==> config.mk <==
export PLATFORM = sky130hd
export DESIGN_NAME = addsub_pipe
export DESIGN_NICKNAME = d
export VERILOG_FILES = /design/src/rtl/addsub_pipe.sv
export SDC_FILE = /design/constraint.sdc
export NUM_CORES = 1
export LEC_CHECK = 0
export ABC_AREA = 1
export BUFFER_PORTS_ARGS = -buffer_cell sky130_fd_sc_hd__buf_4
export CAP_MARGIN = 40
export CORE_MARGIN = 4
export CORE_UTILIZATION = 61
export CTS_CLUSTER_SIZE = 10
export DETAILED_ROUTE_END_ITERATION = 8
export PLACE_DENSITY = 0.84
export SLEW_MARGIN = 15
export SYNTH_ARGS = -nofsm -noshare
export SYNTH_HDL_FRONTEND = slang
export SYNTH_SLANG_ARGS = --single-unit
==> constraint.sdc <==
create_clock -name clk -period 2.1 [get_ports clk]
set_input_delay 0.315 -clock clk [delete_from_list [all_inputs] [get_ports clk]]
set_output_delay 0.315 -clock clk [all_outputs]
set_load 0.01 [all_outputs]
==> src/rtl/addsub_pipe.sv <==
// Multi-lane add/sub/accumulate pipeline, STAGES deep, ready/valid on both sides.
// Define ADDSUB_PIPE_SAT_EN for saturating arithmetic; default build wraps modulo 2^W.
module addsub_pipe #(
    parameter int unsigned W      = 12,
    parameter int unsigned LANES  = 2,
    parameter int unsigned STAGES = 2
) (
    input  logic                 clk,
    input  logic                 rst_n,
    input  logic                 in_valid,
    output logic                 in_ready,
    input  logic [1:0]           op,
    input  logic [LANES*W-1:0]   a,
    input  logic [LANES*W-1:0]   b,
    output logic                 out_valid,
    input  logic                 out_ready,
    output logic [LANES*W-1:0]   y,
    output logic [LANES-1:0]     ovf
);

    typedef enum logic [1:0] {
        OP_ADD = 2'b00,
        OP_SUB = 2'b01,
        OP_ACC = 2'b10,
        OP_CLR = 2'b11
    } op_e;

    op_e                 op_sel;
    logic                stall;
    logic                accept;

    logic [STAGES-1:0]   valid_q;
    logic [LANES*W-1:0]  y_q   [STAGES];
    logic [LANES-1:0]    ovf_q [STAGES];

    logic [LANES*W-1:0]  acc_q;
    logic [LANES*W-1:0]  acc_d;
    logic [LANES*W-1:0]  res_d;
    logic [LANES-1:0]    rovf_d;

    logic [W:0]          sum_w;
    logic [W:0]          diff_w;
    logic [W:0]          accs_w;
    logic [W-1:0]        add_r;
    logic [W-1:0]        sub_r;
    logic [W-1:0]        acc_r;

    assign op_sel    = op_e'(op);
    assign out_valid = valid_q[STAGES-1];
    assign y         = y_q[STAGES-1];
    assign ovf       = ovf_q[STAGES-1];
    assign stall     = out_valid && !out_ready;
    assign in_ready  = !stall;
    assign accept    = in_valid && in_ready;

    always_comb begin
        res_d  = '0;
        rovf_d = '0;
        acc_d  = acc_q;
        sum_w  = '0;
        diff_w = '0;
        accs_w = '0;
        add_r  = '0;
        sub_r  = '0;
        acc_r  = '0;
        for (int unsigned l = 0; l < LANES; l++) begin
            sum_w  = {1'b0, a[l*W +: W]} + {1'b0, b[l*W +: W]};
            diff_w = {1'b0, a[l*W +: W]} - {1'b0, b[l*W +: W]};
            accs_w = {1'b0, acc_q[l*W +: W]} + {1'b0, a[l*W +: W]};
`ifdef ADDSUB_PIPE_SAT_EN
            add_r = sum_w[W]  ? '1 : sum_w[W-1:0];
            sub_r = diff_w[W] ? '0 : diff_w[W-1:0];
            acc_r = accs_w[W] ? '1 : accs_w[W-1:0];
`else
            add_r = sum_w[W-1:0];
            sub_r = diff_w[W-1:0];
            acc_r = accs_w[W-1:0];
`endif
            case (op_sel)
                OP_ADD: begin
                    res_d[l*W +: W] = add_r;
                    rovf_d[l]       = sum_w[W];
                end
                OP_SUB: begin
                    res_d[l*W +: W] = sub_r;
                    rovf_d[l]       = diff_w[W];
                end
                OP_ACC: begin
                    res_d[l*W +: W] = acc_r;
                    rovf_d[l]       = accs_w[W];
                    if (accept) acc_d[l*W +: W] = acc_r;
                end
                OP_CLR: begin
                    if (accept) acc_d[l*W +: W] = '0;
                end
                default: ;
            endcase
        end
    end

    // Accumulators commit at acceptance so chained ACCs see the fresh value.
    always_ff @(posedge clk or negedge rst_n) begin
        if (!rst_n) begin
            valid_q <= '0;
            acc_q   <= '0;
            for (int unsigned k = 0; k < STAGES; k++) begin
                y_q[k]   <= '0;
                ovf_q[k] <= '0;
            end
        end else begin
            acc_q <= acc_d;
            if (!stall) begin
                valid_q[0] <= accept;
                y_q[0]     <= res_d;
                ovf_q[0]   <= rovf_d;
                for (int unsigned k = 1; k < STAGES; k++) begin
                    valid_q[k] <= valid_q[k-1];
                    y_q[k]     <= y_q[k-1];
                    ovf_q[k]   <= ovf_q[k-1];
                end
            end
        end
    end

endmodule

==> flow_metrics.env, run 1 <==
export IMPL_status="completed"
export IMPL_gr_total_overflow=0
export IMPL_cts_num_sinks=78
export IMPL_fin_crit_sh=0.949
export IMPL_startpoint_type="register"
export IMPL_die_area_sq_um=14300
export IMPL_n_antenna_cell=0
export IMPL_multi_input_area_sq_um=4650
export IMPL_avgSynthCellArea_sq_um=6.35
export IMPL_grt_pass1_wl_mm=34.0
export IMPL_hold_viol=0
export IMPL_coreArea_sq_um=12100
export IMPL_routed_wl_mm=21.2
export IMPL_syn_nets=1328
export IMPL_cts_max_path_buffers=2
export IMPL_end_kind="register"
export IMPL_ys_warn_count=0
export IMPL_cp_max_fo=4
export IMPL_setup_viol=0
export IMPL_place_hpwl_mm=16.8
export IMPL_max_freq_mhz=502
export IMPL_yosysSeqAreaShare=0.257
export IMPL_worst_slew_pin_slew_ns=0.600
export IMPL_finalMaxSlewViolations=0
export IMPL_fin_skew_ns=0.00881
export IMPL_ios=82
export IMPL_required_ns=2.34
export IMPL_ir_drop_uv=576
export IMPL_grt_max_degree=58
export IMPL_leakagePower_uw=0.00485
export IMPL_synth_seq_cells=78
export IMPL_relSlewSlack=0.600
export IMPL_period_minus_slack_ns=1.99
export IMPL_area_delta_synth_final_pct=11.3
export IMPL_cts_buffers=9
export IMPL_yosysTopAreaCellShare=0.257
export IMPL_drc_errors=0
export IMPL_nFillCells=1143
export IMPL_netlist_area_sq_um=7590
export IMPL_hold_path_class="in2reg"
export IMPL_start_util=0.627
export IMPL_vias=7712
export IMPL_port_buffer_count=81
export IMPL_drt_first_pass_iters=5
export IMPL_layout_nets=1372
export IMPL_grt_usage=0.295
export IMPL_syn_instance_count=1196
export IMPL_drt_iter0_drc=780
export IMPL_rows=40
export IMPL_synth_cell_type_count=39
export IMPL_clk_latency_ns=0.35
export IMPL_h_tree_depth=3
export IMPL_rsz0062_at_grt="false"
export IMPL_path_class="reg2reg"
export IMPL_instances_no_fill=1413
export IMPL_die_height_um=120
export IMPL_ant_nets=0
export IMPL_ff_latch_area_sq_um=1950
export IMPL_drive_gt1_frac=0.113
export IMPL_cts_tree="done"
export IMPL_fp_dieW_um=120
export IMPL_grt_pass1_vias=6875
export IMPL_yosysTopAreaCell="dfrtp_1"
export IMPL_root_buffer="clkbuf_16"
export IMPL_cap_violations=0
export IMPL_cts_clk_slew_worst_paths_ns=0.07
export IMPL_wl_per_cell_um=15.0
export IMPL_antenna_found_initial=1
export IMPL_vias_per_cell=5.46
export IMPL_gp_congestion=0.999
export IMPL_powerDensity_nw_per_um2=814
export IMPL_arrival_ns=2.23
export IMPL_tns_ns=0
export IMPL_place_inst=1396
export IMPL_synthTopCellsByArea="dfrtp_1 26%, nand2_1 22%, ha_1 12%"
==> worst max-delay path: stages, from the launching register on <==
cell	delay, ns
dfrtp_1	0.40
ha_1	0.25
fa_1	0.39
nand3_1	0.09
nand3_1	0.13
or2_2	0.31
nand3_1	0.11
nand3_1	0.08
nand2_1	0.06
nand2_1	0.05
==> cells in the mapped netlist, drive strengths merged <==
library cell,number
nor3,6
nand4,16
dfrtp,78
ha,72
inv,155
a21oi,43
nand2,450
nand3b,5
a21o,1
buf,53
fa,6
xor2,5
and2,3
o21bai,5
nand3,128
nor2,74
o221ai,1
o21ai,70
clkbuf,11
a21boi,1
nor4,2
or2,7
and3,2
a31oi,2
==> layout make-up <==
| type | instances | share of cell area |
|---|---|---|
| Clock buffer | 9 | 0.0267 |
| Clock inverter | 7 | 0.00755 |
| Inverter | 155 | 0.0689 |
| Multi-Input combinational cell | 899 | 0.550 |
| Sequential cell | 78 | 0.231 |
| Tap cell | 168 | 0.0249 |
| Timing Repair Buffer | 97 | 0.0909 |
==> per-layer routing <==
layer / GRT usage / up-vias / share of wire
met3: 0.0514 / 34 / 0.093
met5: 0 / - / 0.00061
met1: 0.437 / 3488 / 0.46
li1: - / 3852 / -
met2: 0.452 / 336 / 0.43
met4: 0.0709 / 2 / 0.018
==> path summary, 6_finish.rpt <==
kind,startpoint,to,slack [ns],depth (start not counted)
max in group asynchronous,rst_n,acc_q[5],0.99,3
min,op[0],acc_q[12],0.36,4
max,acc_q[12],y_q[40],0.11,9
max reg2reg,acc_q[12],y_q[40],0.11,9
min in group asynchronous,rst_n,y[17],0.50,2
min reg2reg,valid_q[0],valid_q[1],0.46,2
==> sequential cells by signal, indices dropped and copies added, names as in the netlist <==
signal	count
acc_q	24
ovf	2
ovf_q	2
valid_q	2
y	24
y_q	24
==> cell usage in the layout, fill, tap and decap left out, types with 2 or more instances in the layout <==
cell          n
nor2_2        2
xor2_1        5
o21ai_0      62
nor2_1       70
or2_0         2
buf_4        93
nor2_4        2
nand2_1     448
buf_12        3
and3_1        2
nand2_2       2
fa_1          5
or2_2         4
nor3_1        6
clkinvlp_4    2
dfrtp_1      78
a21oi_1      41
nand3b_1      4
nand4_1      16
inv_1       146
inv_2         9
inv_6         2
o21bai_1      5
nor4_1        2
a31oi_1       2
inv_8         2
nand3_2       4
nand3_1     124
o21ai_1       8
clkbuf_16     9
ha_1         71
and2_1        2
==> metrics by stage <==
| stage | setup WS (ns) | util | instance area, sq um | hold slack (ns) | total power (uW) |
|---|---|---|---|---|---|
| finish | 0.108 | 0.698 | 8450 | 0.357 | 6880 |
| global route | 0.00514 | 0.698 | 8450 | 0.389 | 7420 |
| CTS | 0.0536 | 0.697 | 8440 | 0.341 | 6860 |
| detailed placement | 0.00356 | 0.672 | 8140 | 0.352 | 5290 |
| global placement | 0.0181 | 0.672 | 8140 | 0.354 | 5240 |
| floorplan | 0.297 | - | 7590 | 0.0194 | 4480 |
==> cells by family (layout without fill, tap and decap cells) <==
family          after synthesis  count (layout)  synth area share
compound gates              123             123            0.0862
xor+xnor                      5               5           0.00577
fa+ha+maj                    78              78             0.134
buf+inv                     219             268             0.133
flops                        78              78             0.257
simple gates                693             693             0.384
==> power breakdown <==
group / switching [uW] / internal, uW
clock network: 696 / 827
registers: 272 / 1920
logic: 1950 / 1210
total: 2920 / 3960
==> timing repair <==
action,CTS,global route
hold buffers,1,0
setup endpoints to repair,0,4
setup buffers,0,0
resized for setup,0,3
endpoints found under the hold margin,40,0
Note: power is estimated with default switching activity, not from simulation.
==> inputs of run 2 (changes only) <==
--- a/config.mk
+++ b/config.mk
@@ -7,12 +7,12 @@
 export LEC_CHECK = 0
 export ABC_AREA = 1
 export BUFFER_PORTS_ARGS = -buffer_cell sky130_fd_sc_hd__buf_4
-export CAP_MARGIN = 40
 export CORE_MARGIN = 4
-export CORE_UTILIZATION = 61
+export CORE_UTILIZATION = 60
 export CTS_CLUSTER_SIZE = 10
 export DETAILED_ROUTE_END_ITERATION = 8
-export PLACE_DENSITY = 0.84
+export PLACE_DENSITY = 0.83
+export SETUP_SLACK_MARGIN = 0.05
 export SLEW_MARGIN = 15
 export SYNTH_ARGS = -nofsm -noshare
 export SYNTH_HDL_FRONTEND = slang
==> run 2 against run 1 <==
Clock-buffer cell count is the same. Setup slack gained 0.022 ns. Sequential power hardly changed. Largest power group unchanged. Wire length grew 1.2%. Via count rose by 0.74%. First-iteration DRC count is 4.5% lower. Non-clock buffer count grew 4. Total power up 0.73%.
==> flow_metrics.env, run 2 (synthesized netlist as in run 1, its figures left out) <==
export IMPL_status="completed"
export IMPL_cts_clk_slew_worst_paths_ns=0.07
export IMPL_reg2reg_to="y_q[32]"
export IMPL_ff2ff_path_depth=12
export IMPL_cp_max_fo=3
export IMPL_start_util=0.622
export IMPL_h_tree_depth=3
export IMPL_worstHoldStart="a[0]"
export IMPL_powerDensity_nw_per_um2=818
export IMPL_gr_total_overflow=0
export IMPL_place_inst=1400
export IMPL_cap_violations=0
export IMPL_grt_usage=0.300
export IMPL_drc_errors=0
export IMPL_place_hpwl_mm=16.9
export IMPL_arrival_ns=2.26
export IMPL_rsz0062_at_grt="true"
export IMPL_wl_per_cell_um=15.1
export IMPL_vias_per_cell=5.48
export IMPL_power_frac_seq=0.316
export IMPL_coreArea_sq_um=12200
export IMPL_period_minus_slack_ns=1.97
export IMPL_power_switching_uw=2950
export IMPL_p_sw_frac=0.426
export IMPL_die_area_sq_um=14500
export IMPL_root_buffer="clkbuf_16"
export IMPL_required_ns=2.39
export IMPL_worst_slew_pin_slew_ns=0.530
export IMPL_cts_max_path_buffers=2
export IMPL_fp_dieW_um=120
export IMPL_vias=7769
export IMPL_min_path_cells=4
export IMPL_antenna_found_initial=0
export IMPL_path_class="reg2reg"
export IMPL_relSlewSlack=0.647
export IMPL_hold_path_class="in2reg"
export IMPL_crit_top_cell="nand2_1"
export IMPL_rrSetupSlack_ns=0.13
export IMPL_rows=40
export IMPL_setup_viol=0
export IMPL_hold_viol=0
export IMPL_combPwrFrac=0.462
export IMPL_nFillCells=1154
export IMPL_path_cells="ha_1, fa_2, nand2_1, nand3_1, and2_4, nand2_1, nand2_1, nand2_1, nand3_1, nand3_1, nand2_1, nand2_1"
export IMPL_clkPwrFrac=0.222
export IMPL_finish_instance_area_sq_um=8470
export IMPL_ant_nets=0
export IMPL_drive_gt1_frac=0.119
export IMPL_final_cell_mix="448 x nand2_1, 146 x inv_1, 121 x nand3_1, 99 x buf_4, 78 x dfrtp_1"
export IMPL_n_antenna_cell=0
export IMPL_hold_worst_slack_ns=0.355
export IMPL_worst_hold_path_endpoint="acc_q[0]"
export IMPL_leakagePower_uw=0.00487
export IMPL_end_kind="register"
export IMPL_die_height_um=120
export IMPL_fin_crit_sh=0.938
export IMPL_area_delta_synth_final_pct=11.6
export IMPL_worst_path_largest_cell_delay_ns=0.38
export IMPL_placed_cell_area_sq_um=8140
export IMPL_clk_latency_ns=0.35
export IMPL_routed_wl_mm=21.4
export IMPL_finalMaxSlewViolations=0
export IMPL_cts_tree="done"
export IMPL_slowest_stage="dfrtp_1"
export IMPL_tns_ns=0
export IMPL_gp_congestion=0.979
export IMPL_drt_first_pass_iters=6
export IMPL_port_buffer_count=81
export IMPL_layout_nets=1376
export IMPL_drt_iter0_drc=745
export IMPL_postLayoutCoreUtil=0.694
export IMPL_startpoint_type="register"
export IMPL_ios=82
export IMPL_final_common_cell="nand2_1"
export IMPL_cts_num_sinks=78
export IMPL_internal_power_uw=3980
export IMPL_grt_pass1_vias=6880
export IMPL_ir_drop_uv=575
export IMPL_grt_max_degree=51
export IMPL_fin_skew_ns=0.0118
export IMPL_grt_pass1_wl_mm=34.9
export IMPL_max_freq_mhz=508
export IMPL_instances_no_fill=1417
export IMPL_cts_buffers=9
export IMPL_r2r_start="acc_q[0]"
-- run 2: cell types whose count changed in the layout (fill, tap and decap cells not counted), sizes merged --
cell,change
buf,+4
-- run 2: power by group through the flow --
stage               combinational [uW]  sequential, uW  clock [uW]
floorplan                         2370            2110           0
global placement                  3040            2190           0
detailed placement                3110            2200           0
CTS                               3140            2180        1570
global route                      3630            2230        1620
finish                            3200            2190        1540
-- run 2: metal layers --
metal,wire (um),global-route usage
met1,10100,0.461
met2,9120,0.446
met3,1780,0.0421
met4,409,0.0729
met5,0,0
-- run 2: area by class of cell --
cell class	count	area, sq um	area share
clock inverters	7	63.8	0.00753
inverters	155	582	0.0687
repair buffers	101	773	0.0913
flip-flops and latches	78	1950	0.230
multi-input cells	899	4660	0.551
well taps	168	210	0.0248
clock buffers	9	225	0.0266
-- run 2: worst max-delay path by stage --
stage	startpoint	endpoint	cells past startpoint
floorplan	acc_q[12]	y_q[40]	9
global placement	a[0]	y_q[30]	12
detailed placement	a[0]	y_q[30]	12
CTS	acc_q[0]	y_q[30]	11
global route	acc_q[0]	y_q[32]	12
finish	acc_q[0]	y_q[32]	12
-- run 2: worst max-delay path: cells and delay by family, from the launching register on --
kind / cells / cell delay (ns)
simple gates: 10 / 0.90
fa+ha+maj: 2 / 0.62
flops: 1 / 0.38
-- run 2: per-stage QoR --
stage | worst slack (ns) | power [uW]
6_report | 0.130 | 6930
5_1_grt | 0.0101 | 7490
4_1_cts | 0.0839 | 6890
3_5_place_dp | -0.0484 | 5300
3_3_place_gp | -0.0134 | 5230
2_1_floorplan | 0.297 | 4480
-- run 2: what timing repair did --
action | in CTS | in global routing
setup endpoints to repair | 1 | 12
hold endpoints to repair | 38 | 0
setup buffers | 0 | 0
gates resized for setup | 1 | 8
hold buffers | 1 | 0
